## src/rtl/score_display.sv

```systemverilog
// Score keeper and score-digit renderer for a two-player ball game.
// A three-state game FSM tracks the live player/enemy scores. Per-frame
// display copies of those scores feed a two-stage pixel pipeline, which
// marks the pixels that fall on a lit cell of either 3x5 digit glyph.
module score_display #(
  parameter int SCREEN_H_RES = 640,
  parameter int X_POS_W      = 10,
  parameter int Y_POS_W      = 10,
  parameter int M_SCORE_W    = 4,
  parameter int MAX_SCORE    = 5,
  parameter int PS_X         = SCREEN_H_RES - 120,
  parameter int PS_Y         = 50,
  parameter int ES_X         = 120,
  parameter int ES_Y         = 50,
  parameter int SCALE        = 10
) (
  input  logic                 clk_i,
  input  logic                 rst_i,
  input  logic                 start_i,
  input  logic                 p_goal_i,
  input  logic                 e_goal_i,
  input  logic                 frame_start_i,
  input  logic                 pix_valid_i,
  input  logic [X_POS_W-1:0]   x_pos_i,
  input  logic [Y_POS_W-1:0]   y_pos_i,
  output logic                 score_pix_o,
  output logic                 pix_valid_o,
  output logic [M_SCORE_W-1:0] p_score_o,
  output logic [M_SCORE_W-1:0] e_score_o,
  output logic                 playing_o,
  output logic                 game_over_o,
  output logic                 winner_o
);

  // One extra bit keeps box upper bounds representable near the edge of
  // the coordinate range.
  localparam int XW = X_POS_W + 1;
  localparam int YW = Y_POS_W + 1;

  localparam logic [M_SCORE_W-1:0] C_MAX = M_SCORE_W'(MAX_SCORE);

  localparam logic [XW-1:0] C_PX_LO = XW'(PS_X);
  localparam logic [XW-1:0] C_PX_HI = XW'(PS_X + 3 * SCALE);
  localparam logic [XW-1:0] C_EX_LO = XW'(ES_X);
  localparam logic [XW-1:0] C_EX_HI = XW'(ES_X + 3 * SCALE);
  localparam logic [YW-1:0] C_PY_LO = YW'(PS_Y);
  localparam logic [YW-1:0] C_PY_HI = YW'(PS_Y + 5 * SCALE);
  localparam logic [YW-1:0] C_EY_LO = YW'(ES_Y);
  localparam logic [YW-1:0] C_EY_HI = YW'(ES_Y + 5 * SCALE);

  // Cell boundaries inside a glyph box, as offsets from its top-left.
  localparam logic [XW-1:0] C_XS1 = XW'(SCALE);
  localparam logic [XW-1:0] C_XS2 = XW'(2 * SCALE);
  localparam logic [YW-1:0] C_YS1 = YW'(SCALE);
  localparam logic [YW-1:0] C_YS2 = YW'(2 * SCALE);
  localparam logic [YW-1:0] C_YS3 = YW'(3 * SCALE);
  localparam logic [YW-1:0] C_YS4 = YW'(4 * SCALE);

  typedef enum logic [1:0] {
    ST_WAIT_START = 2'd0,
    ST_PLAY       = 2'd1,
    ST_GAME_OVER  = 2'd2
  } state_t;

  state_t               r_state;
  logic [M_SCORE_W-1:0] r_p_score;
  logic [M_SCORE_W-1:0] r_e_score;
  logic [M_SCORE_W-1:0] r_p_disp;
  logic [M_SCORE_W-1:0] r_e_disp;
  logic                 r_winner;
  logic                 r_playing;
  logic                 r_game_over;

  logic [M_SCORE_W-1:0] w_p_next;
  logic [M_SCORE_W-1:0] w_e_next;

  logic [XW-1:0]        w_x;
  logic [YW-1:0]        w_y;
  logic                 w_p_hit;
  logic                 w_e_hit;
  logic [XW-1:0]        w_x_off;
  logic [YW-1:0]        w_y_off;
  logic [M_SCORE_W-1:0] w_digit;

  logic                 r_hit_p1;
  logic                 r_vld_p1;
  logic [1:0]           r_col_p1;
  logic [2:0]           r_row_p1;
  logic [M_SCORE_W-1:0] r_digit_p1;
  logic                 r_pix_p2;
  logic                 r_vld_p2;

  // Glyph column 0..2 from the horizontal offset into the box.
  function automatic logic [1:0] cell_col(input logic [XW-1:0] off);
    logic [1:0] c;
    if (off < C_XS1)      c = 2'd0;
    else if (off < C_XS2) c = 2'd1;
    else                  c = 2'd2;
    return c;
  endfunction

  // Glyph row 0..4 from the vertical offset into the box.
  function automatic logic [2:0] cell_row(input logic [YW-1:0] off);
    logic [2:0] r;
    if (off < C_YS1)      r = 3'd0;
    else if (off < C_YS2) r = 3'd1;
    else if (off < C_YS3) r = 3'd2;
    else if (off < C_YS4) r = 3'd3;
    else                  r = 3'd4;
    return r;
  endfunction

  // 3x5 digit font: 15 bits, row 0 in the top three bits, column 0 is the
  // leftmost (most significant) bit of each row. Non-decimal values are blank.
  function automatic logic glyph_bit(input logic [M_SCORE_W-1:0] d,
                                     input logic [2:0]           row,
                                     input logic [1:0]           col);
    logic [14:0] pat;
    logic [3:0]  idx;
    case (int'(d))
      0:       pat = 15'b111_101_101_101_111;
      1:       pat = 15'b010_010_010_010_010;
      2:       pat = 15'b111_001_111_100_111;
      3:       pat = 15'b111_001_111_001_111;
      4:       pat = 15'b101_101_111_001_001;
      5:       pat = 15'b111_100_111_001_111;
      6:       pat = 15'b111_100_111_101_111;
      7:       pat = 15'b111_001_001_001_001;
      8:       pat = 15'b111_101_111_101_111;
      9:       pat = 15'b111_101_111_001_111;
      default: pat = 15'b000_000_000_000_000;
    endcase
    idx = 4'd14 - (4'(row) * 4'd3 + 4'(col));
    return pat[idx];
  endfunction

  // Scores as they would be after this cycle's goal pulses.
  always_comb begin
    w_p_next = r_p_score + {{(M_SCORE_W-1){1'b0}}, p_goal_i};
    w_e_next = r_e_score + {{(M_SCORE_W-1){1'b0}}, e_goal_i};
  end

  // Game FSM with registered status outputs and live scores.
  always_ff @(posedge clk_i or posedge rst_i) begin
    if (rst_i) begin
      r_state     <= ST_WAIT_START;
      r_p_score   <= '0;
      r_e_score   <= '0;
      r_winner    <= 1'b0;
      r_playing   <= 1'b0;
      r_game_over <= 1'b0;
    end else begin
      case (r_state)
        ST_WAIT_START: begin
          if (start_i) begin
            r_state     <= ST_PLAY;
            r_p_score   <= '0;
            r_e_score   <= '0;
            r_winner    <= 1'b0;
            r_playing   <= 1'b1;
            r_game_over <= 1'b0;
          end
        end
        ST_PLAY: begin
          r_p_score <= w_p_next;
          r_e_score <= w_e_next;
          // Player wins a simultaneous final goal.
          if ((w_p_next == C_MAX) || (w_e_next == C_MAX)) begin
            r_state     <= ST_GAME_OVER;
            r_winner    <= (w_p_next == C_MAX);
            r_playing   <= 1'b0;
            r_game_over <= 1'b1;
          end
        end
        ST_GAME_OVER: begin
          if (start_i) begin
            r_state     <= ST_WAIT_START;
            r_game_over <= 1'b0;
          end
        end
        default: begin
          r_state     <= ST_WAIT_START;
          r_playing   <= 1'b0;
          r_game_over <= 1'b0;
        end
      endcase
    end
  end

  // Display copies change only at frame start so a glyph never tears.
  always_ff @(posedge clk_i or posedge rst_i) begin
    if (rst_i) begin
      r_p_disp <= '0;
      r_e_disp <= '0;
    end else if (frame_start_i) begin
      r_p_disp <= r_p_score;
      r_e_disp <= r_e_score;
    end
  end

  // Box hit tests on the zero-extended pixel position.
  always_comb begin
    w_x     = {1'b0, x_pos_i};
    w_y     = {1'b0, y_pos_i};
    w_p_hit = (w_x >= C_PX_LO) && (w_x < C_PX_HI) &&
              (w_y >= C_PY_LO) && (w_y < C_PY_HI);
    w_e_hit = (w_x >= C_EX_LO) && (w_x < C_EX_HI) &&
              (w_y >= C_EY_LO) && (w_y < C_EY_HI);
  end

  // Offset and digit selection; the player box wins where the boxes overlap.
  always_comb begin
    w_x_off = w_x - C_EX_LO;
    w_y_off = w_y - C_EY_LO;
    w_digit = r_e_disp;
    if (w_p_hit) begin
      w_x_off = w_x - C_PX_LO;
      w_y_off = w_y - C_PY_LO;
      w_digit = r_p_disp;
    end
  end

  // ---- stage 1: box hit, glyph cell index, digit value ----
  always_ff @(posedge clk_i or posedge rst_i) begin
    if (rst_i) begin
      r_hit_p1   <= 1'b0;
      r_vld_p1   <= 1'b0;
      r_col_p1   <= '0;
      r_row_p1   <= '0;
      r_digit_p1 <= '0;
    end else begin
      r_hit_p1   <= (w_p_hit || w_e_hit) && pix_valid_i;
      r_vld_p1   <= pix_valid_i;
      r_col_p1   <= cell_col(w_x_off);
      r_row_p1   <= cell_row(w_y_off);
      r_digit_p1 <= w_digit;
    end
  end

  // ---- stage 2: font lookup, gated by hit and valid ----
  always_ff @(posedge clk_i or posedge rst_i) begin
    if (rst_i) begin
      r_pix_p2 <= 1'b0;
      r_vld_p2 <= 1'b0;
    end else begin
      r_pix_p2 <= r_hit_p1 && r_vld_p1 &&
                  glyph_bit(r_digit_p1, r_row_p1, r_col_p1);
      r_vld_p2 <= r_vld_p1;
    end
  end

  assign score_pix_o = r_pix_p2;
  assign pix_valid_o = r_vld_p2;
  assign p_score_o   = r_p_score;
  assign e_score_o   = r_e_score;
  assign playing_o   = r_playing;
  assign game_over_o = r_game_over;
  assign winner_o    = r_winner;

endmodule
```

## config.mk

```make
export PLATFORM = sky130hd
export DESIGN_NAME = score_display
export DESIGN_NICKNAME = d
export VERILOG_FILES = /design/src/rtl/score_display.sv
export SDC_FILE = /design/constraint.sdc
export NUM_CORES = 1
export LEC_CHECK = 0
export CORE_UTILIZATION = 46
export CTS_CLUSTER_SIZE = 25
export DETAILED_ROUTE_END_ITERATION = 10
export PLACE_DENSITY = 0.73
export SYNTH_ARGS = -nofsm -noshare
export SYNTH_HDL_FRONTEND = slang
export SYNTH_SLANG_ARGS = --single-unit
```

## constraint.sdc

```tcl
create_clock -name clk_i -period 2.55 [get_ports clk_i]
set_input_delay 0.51 -clock clk_i [delete_from_list [all_inputs] [get_ports clk_i]]
set_output_delay 0.51 -clock clk_i [all_outputs]
set_load 0.02 [all_outputs]
```

; ---- After elaboration in Yosys (flattened, before gate mapping)
; Memory sizes are Yosys's and may differ from the RTL's.
; Cells that the tools add are included.
; W data, S select, Z words.
[totals]
reg_bits = 34
rom_bits = 240
in_bits = 27
output_inout_bits = 13
word_cells = 90
n_memories = 1
[classes]
add_sub_neg = 7
n_mul = 1
magnitude_cmp = 13
eq_ne = 8
muxes = 25
n_bitwise = 1
n_reduce_logical = 19
[memory_table]
columns = memory, words, width, rd, rd_clocked_by_memory_dff, wr, line_no
row1 = (no name shown), 16, 15, 1, 0, 0, 120  ; case (int'(d))
[ops]
columns = operator, count
row1 = $lt A11 B5 Y1 const B, 3
row2 = $lt A11 B4 Y1 const B, 2
row3 = $pmux W4 S2, 2
row4 = $mux W3, 4
row5 = $lt A11 B6 Y1 const B, 1
row6 = $mux W11, 1
row7 = $sub A10 B10 Y11 const B, 1
row8 = $sub A10 B6 Y11 const B, 1
row9 = $sub A10 B7 Y11 const B, 1
row10 = $ge A10 B10 Y1 const B, 1
row11 = $ge A10 B6 Y1 const B, 1
row12 = $ge A10 B7 Y1 const B, 1
row13 = $lt A10 B10 Y1 const B, 1
row14 = $lt A10 B7 Y1 const B, 1
row15 = $lt A10 B8 Y1 const B, 1
row16 = $mux W2, 5
row17 = $logic_and A1 B1 Y1, 9
row18 = $reduce_and A3 Y1, 3
row19 = $add A4 B1 Y4, 2
row20 = $eq A4 B3 Y1 const B, 2
row21 = $mux W4, 2
row22 = $mux W1, 6
row23 = $ne A2 B2 Y1 const B, 3
row24 = $pmux W2 S3, 1
row25 = other kinds (16), 19

; ---- Logic depth before layout (Yosys ltp)
; Gate-level depths: netlist of run 1.
[logic_depth]
word_depth = 8
depth_mapped = 10
depth_no_buf = 9

; ---- Worst setup path after synthesis of run 1
; No wires, ideal clock.
[synth_path]
kind = register to register
start = register r_col_p1[1]
end = register r_pix_p2, in the netlist score_pix_o
setup_ps = 122
arrival_ps = 2414
required_time_ps = 2428
slack_ps = 14
stages_incl_launch_ff = 11
path_buffers = 1
synth_period_minus_slack_ps = 2536
path_cell_list = dfrtp_1 -> inv_1 -> fa_1 -> inv_1 -> fa_1 -> clkbuf_1 -> nor2_1 -> nand3_1 -> nand4_1 -> a31o_2 -> a32o_1
[synth_via]
elab_chain_cells = 5
[synth_lines]
columns = item, line_no
row1 = "start, declared", 87  ; logic [1:0] r_col_p1;
row2 = "start signal, assigned", 234  ; r_col_p1 <= cell_col(w_x_off);
row3 = $add A4 B2 Y4, 133  ; idx = 4'd14 - (4'(row) * 4'd3 + 4'(col));
row4 = $sub A4 B4 Y4, 133
row5 = $bmux W1 S4, 134  ; return pat[idx];
row6 = $mux W1 (implied by the code), 134
row7 = $logic_and A1 B1 Y1, 246  ; r_pix_p2 <= r_hit_p1 && r_vld_p1 &&
row8 = "end signal, assigned", 246
row9 = "end, declared", 90  ; logic r_pix_p2;
; No other way between the ends. The select of a mux whose other input is x is not followed.
; A chain may end at the register's enable or synchronous reset.

; ---- Final worst setup path of run 1
; Ends and elaborated chain as after synthesis.

==> flow_metrics.py, run 1 <==
metrics = {
    "status": {
        "status": "finished, final reports clean",
    },
    "synthesis": {
        "postSynthAreaPerCell_sq_um": 9.06,
        "synth_edf_count": 0,
        "synth_top_area_share_pct": 34.2,
        "yosysTopAreaCell": "dfrtp_1",
        "synthCells": 275,
        "syn_nets": 324,
        "yosys_warnings": 0,
        "synth.distinct_cells": 51,
        "netlist_area_sq_um": 2490,
        "synthArstFlopShare_pct": 100,
        "ys.flop_type": "dfrtp_1",
        "synthTopCellsByArea": "dfrtp_1 34%, ha_1 10%, mux2_2 5.9%",
        "synth_seq_cells": 34,
        "ys_seq_area_share_pct": 34.2,
    },
    "timing": {
        "tightest_slew_ps": 662,
        "period_share_pct": 98.1,
        "setup_viol": 0,
        "hold_viol_final": 0,
        "hold_ws_ps": 413,
        "skew_ps": 4.50,
        "period_minus_slack_ps": 2500,
        "finalMaxSlewViolations": 0,
        "slew_headroom_pct": 55.6,
        "max_freq_mhz": 400,
        "rsz0062_at_grt": "yes",
    },
    "route": {
        "wirelength_mm": 5.49,
        "drt_pass1_iterations": 5,
        "vias": 2193,
        "routedWlPerCell_um": 13.6,
        "routed_via_density": 5.44,
        "ant_nets": 0,
        "first_iter_violations": 63,
        "drc": 0,
    },
    "clock_network": {
        "clock-sinks": 34,
        "cts_hold_buf": 0,
        "cts.path.max_buffers": 2,
        "cts_htree_levels": 2,
        "numCtsBuffers": 5,
        "cts_tree": "done",
        "clockRootBuffer": "clkbuf_8",
        "clk_latency_ps": 290,
        "cts.reportedPaths.clkPinSlew_ps": 70,
    },
    "final_layout": {
        "mostFrequentLayoutCell": "clkdlybuf4s50_1",
        "seq_area_sq_um": 851,
        "num_antenna_cells": 0,
        "fill_cells": 445,
        "final_area_sq_um": 3240,
        "fin_nets": 381,
        "drive_gt1_share_pct": 15.9,
        "syn_to_final_growth_pct": 29.9,
        "final_cell_mix": "39 x clkdlybuf4s50_1, 34 x dfrtp_1, 22 x inv_1, 21 x nand2_1",
        "multi_input_area_sq_um": 1510,
    },
    "global_route": {
        "grt_pass1_vias": 2032,
        "grt_max_degree": 35,
        "antenna_found_initial": 0,
        "grt_pass1_wl_mm": 9.20,
        "overflow": 0,
        "globalRouteTotalUtil_pct": 21.3,
    },
    "min_path": {
        "hold_class": "register to register",
    },
    "setup_path": {
        "r2r_slack_ps": 50,
        "crit_path_start_kind": "register",
        "critPathArrivalTime_ps": 2680,
        "worst-setup-path-type": "register to register",
        "cp.required_ps": 2730,
        "endpoint_kind": "register",
        "crit_fanout": 5,
    },
    "pwr": {
        "peakVddDrop_mv": 0.662,
        "total_power_w": 0.00256,
        "powerDensity_nw_per_um2": 790,
        "p_leak_nw": 1.44,
    },
    "placement": {
        "dp_hpwl_mm": 4.14,
        "placed_cell_area_sq_um": 3060,
        "port_buffers": 39,
        "gp_congestion": 0.836,
    },
    "floorplan": {
        "die_w_um": 75.6,
        "io_pins": 40,
        "core_area_sq_um": 5170,
        "start_util_pct": 48.2,
        "rows": 26,
        "die_area_sq_um": 5710,
        "die_height_um": 75.6,
    },
    "job": {
        "cap_violations": 0,
    },
}
[report_power, final]
group	switching (W)	total, W	internal, W
Combinational	0.000535	0.00107	0.000535
Clock	0.000202	0.000594	0.000392
Sequential	0.000201	0.000894	0.000692
Total	0.000938	0.00256	0.00162
[area by class of cell]
cell class / instances / share of cell area [%]
multi-input cells: 206 / 46.8
flip-flops and latches: 34 / 26.3
repair buffers: 61 / 17.2
inverters: 24 / 2.78
well taps: 70 / 2.71
clock buffers: 5 / 2.13
clock inverters: 3 / 2.13
[synthesized netlist by cell type, drive strengths merged, types with 5 or more instances]
cell,n
o211ai,6
dfrtp,34
ha,20
nand2b,6
a22o,7
xnor2,5
inv,24
buf,7
nand2,21
nor2,12
nand3,7
o22ai,6
o21ai,20
a21oi,13
nor3,5
mux2,13
nor2b,11
[routing by layer]
layer	share of wire, %	wire length (um)	vias to the layer above	global-route usage [%]
met5	0	0	-	0
met4	0.89	49	0	4.94
met3	4.0	220	9	5.03
met2	48	2640	47	35.7
met1	47	2580	1033	28.2
li1	-	-	1104	-
[flip-flops by register name, indices dropped and copies added, names as in the netlist, 2 cells and up]
| name | flops |
|---|---|
| r_row_p1 | 3 |
| r_state | 2 |
| r_p_disp | 4 |
| p_score_o | 4 |
| r_col_p1 | 2 |
| r_digit_p1 | 4 |
| e_score_o | 4 |
| r_e_disp | 4 |
[path summary, 6_finish.rpt]
check | end | startpoint | cells after the start
min in group asynchronous | score_pix_o$_DFF_PP0_ | rst_i | 3
hold / removal | pix_valid_o$_DFF_PP0_ | r_vld_p1$_DFF_PP0_ | 0
max in group asynchronous | r_p_disp[0]$_DFFE_PP0P_ | rst_i | 3
setup reg to reg | score_pix_o$_DFF_PP0_ | r_col_p1[1]$_DFF_PP0_ | 10
hold reg to reg | pix_valid_o$_DFF_PP0_ | r_vld_p1$_DFF_PP0_ | 0
setup / recovery | score_pix_o$_DFF_PP0_ | r_col_p1[1]$_DFF_PP0_ | 10
[critical path, stage by stage (launching register included)]
cell     delay, ps
dfrtp_1        320
inv_1           50
fa_1           580
inv_2           60
fa_2           450
buf_6          140
xor2_2         140
a22o_1         200
a31oi_1        150
o21ai_1         80
a32o_1         210
[repair_timing]
action / in CTS / in global routing
pin swaps: 2 / 7
resized for setup: 9 / 3
setup buffers: 3 / 0
endpoints found under the setup margin: 1 / 1
[metrics by stage]
step | utilization (%) | instances | setup slack [ps] | setup TNS (ps)
after CTS | 62.4 | 403 | 2.26 | 0
after floorplan | - | 275 | 14.1 | 0
after detailed placement | 59.1 | 392 | -66.0 | -270
final | 62.6 | 403 | 49.6 | 0
after global placement | 59.1 | 392 | -1.52 | -1.52
after global routing | 62.6 | 403 | -67.9 | -67.9
[cells by family after synthesis]
| kind of cell | after synthesis | share of synthesized area (%) |
|---|---|---|
| DFF | 34 | 34.2 |
| adders and majority gates | 22 | 11.7 |
| muxes | 14 | 6.28 |
| buffers and inverters | 35 | 5.73 |
| xor gates and xnor gates | 9 | 3.16 |
| AOI/OAI and AO/OA | 80 | 21.7 |
| and+or+nand+nor | 81 | 17.3 |
Note: power is estimated with default switching activity, not from simulation.
==> inputs of run 2 (changes only) <==
CAP_MARGIN = 20   (was not set)
CORE_UTILIZATION = 49   (was 46)
PLACE_DENSITY = 0.77   (was 0.73)
==> flow_metrics.py, run 2 (synthesis results as in run 1) <==
metrics = {
    "setup_path": {
        "worstSetupPathDepth": 10,
        "critPathTopFamily": "adder cells",
        "max_stage_delay_ps": 570,
        "worst-setup-path-type": "register to register",
        "regToRegEndpoint": "score_pix_o$_DFF_PP0_",
        "r2r_slack_ps": -9,
        "r2r-start": "r_row_p1[0]$_DFF_PP0_",
        "cp_num_buf_inv": 3,
        "crit_chain": "inv_2 -> fa_1 -> inv_2 -> fa_2 -> buf_6 -> nor2b_1 -> a22o_1 -> a31oi_1 -> o21ai_0 -> a32o_1",
        "crit_fanout": 7,
        "critPathArrivalTime_ps": 2730,
        "crit_start": "r_row_p1[0]$_DFF_PP0_",
        "critical_path.most_common_cell": "inv_2",
        "endpoint_kind": "register",
        "cp_slowest_cell": "fa_1",
        "ff2ff_path_depth": 10,
        "crit_path_end": "score_pix_o$_DFF_PP0_",
        "cp.required_ps": 2720,
        "crit_path_start_kind": "register",
    },
    "floorplan": {
        "core_area_sq_um": 4820,
        "rows": 25,
        "die_height_um": 73.3,
        "start_util_pct": 51.7,
        "io_pins": 40,
        "die_area_sq_um": 5370,
        "die_w_um": 73.3,
    },
    "placement": {
        "place_ws_ps": -29.9,
        "placedCellCount": 387,
        "port_buffers": 39,
        "dp_hpwl_mm": 3.95,
        "gp_congestion": 0.912,
    },
    "timing": {
        "worst_slack_ps": -8.86,
        "fin_setup_tns_ps": -8.86,
        "period_share_pct": 100,
        "slew_headroom_pct": 54.8,
        "finalMaxSlewViolations": 0,
        "hold_ws_ps": 375,
        "period_minus_slack_ps": 2560,
        "skew_ps": 6.75,
        "rsz0062_at_grt": "yes",
        "hold_viol_final": 0,
        "max_freq_mhz": 391,
        "setup_viol": 1,
        "tightest_slew_ps": 673,
    },
    "clock_network": {
        "cts_htree_levels": 2,
        "cts_tree": "done",
        "cts.reportedPaths.clkPinSlew_ps": 70,
        "clockRootBuffer": "clkbuf_8",
        "clock-sinks": 34,
        "numCtsBuffers": 5,
        "clk_latency_ps": 290,
        "cts.path.max_buffers": 2,
    },
    "route": {
        "drt_pass1_iterations": 4,
        "routed_via_density": 5.59,
        "vias": 2214,
        "wirelength_mm": 5.13,
        "ant_nets": 0,
        "routedWlPerCell_um": 12.9,
        "first_iter_violations": 108,
        "drc": 0,
    },
    "final_layout": {
        "final_cells": 396,
        "fill_cells": 407,
        "final_cell_mix": "39 x clkdlybuf4s50_1, 34 x dfrtp_1, 22 x inv_1, 21 x nand2_1, 20 x ha_1",
        "num_antenna_cells": 0,
        "mostFrequentLayoutCell": "clkdlybuf4s50_1",
        "drive_gt1_share_pct": 14.9,
        "syn_to_final_growth_pct": 26.9,
        "fin_nets": 377,
    },
    "status": {
        "status": "complete, but fails checks",
        "violations": "negative setup slack",
    },
    "pwr": {
        "powerDensity_nw_per_um2": 747,
        "total_power_w": 0.00236,
        "p_leak_nw": 1.40,
        "peakVddDrop_mv": 0.386,
    },
    "global_route": {
        "gr-usage-met3_pct": 4.12,
        "top_usage_layer": "met2",
        "grt_max_degree": 35,
        "grt_pass1_wl_mm": 8.83,
        "globalRouteTotalUtil_pct": 21.3,
        "antenna_found_initial": 0,
        "grt_util_met1_pct": 28.3,
        "grt_pass1_vias": 2021,
        "gr-usage-met2_pct": 36.1,
        "overflow": 0,
    },
    "min_path": {
        "hold_class": "register to register",
    },
    "job": {
        "cap_violations": 0,
    },
}
run 2: power by group:
part / total [W] / internal [W] / switching [W]
clock network: 0.000413 / 0.000217 / 0.000196
logic: 0.00106 / 0.000530 / 0.000535
registers: 0.000881 / 0.000692 / 0.000189
total: 0.00236 / 0.00144 / 0.000921
run 2: worst min path at each step:
| stage | depth (start not counted) | slack, ps | to | start |
|---|---|---|---|---|
| 2_1_floorplan | 0 | 350 | pix_valid_o$_DFF_PP0_ | r_vld_p1$_DFF_PP0_ |
| 3_3_place_gp | 0 | 350 | pix_valid_o$_DFF_PP0_ | r_vld_p1$_DFF_PP0_ |
| 3_5_place_dp | 0 | 360 | pix_valid_o$_DFF_PP0_ | r_vld_p1$_DFF_PP0_ |
| 4_1_cts | 0 | 380 | pix_valid_o$_DFF_PP0_ | r_vld_p1$_DFF_PP0_ |
| 5_1_grt | 0 | 380 | pix_valid_o$_DFF_PP0_ | r_vld_p1$_DFF_PP0_ |
| 6_report | 0 | 370 | pix_valid_o$_DFF_PP0_ | r_vld_p1$_DFF_PP0_ |
run 2: what timing repair did:
action                                  CTS  global route
pin swaps                                 1             3
buffers inserted                          0             1
hold buffers                              0             0
endpoints found under the setup margin    1             1
resized for setup                         0             7
run 2: per-layer routing:
layer / part of all wire (%) / up-vias
met5: 0 / -
met4: 0.78 / 0
met3: 4.1 / 4
met2: 49 / 60
met1: 46 / 1050
li1: - / 1100
run 2: metrics by stage:
step / area [sq um] / util, %
2_1_floorplan: 2490 / -
3_3_place_gp: 3040 / 63.1
3_5_place_dp: 3040 / 63.1
4_1_cts: 3140 / 65.1
5_1_grt: 3160 / 65.6
6_report: 3160 / 65.6
run 2: final cells by class:
type	count	area, sq um	area share [%]
clock buffer	6	82.6	2.61
timing repair buffer	57	529	16.7
clock inverter	2	12.5	0.396
sequential	34	851	26.9
inverter	24	90.1	2.85
tap	67	83.8	2.65
multi-input combinational	206	1510	47.8
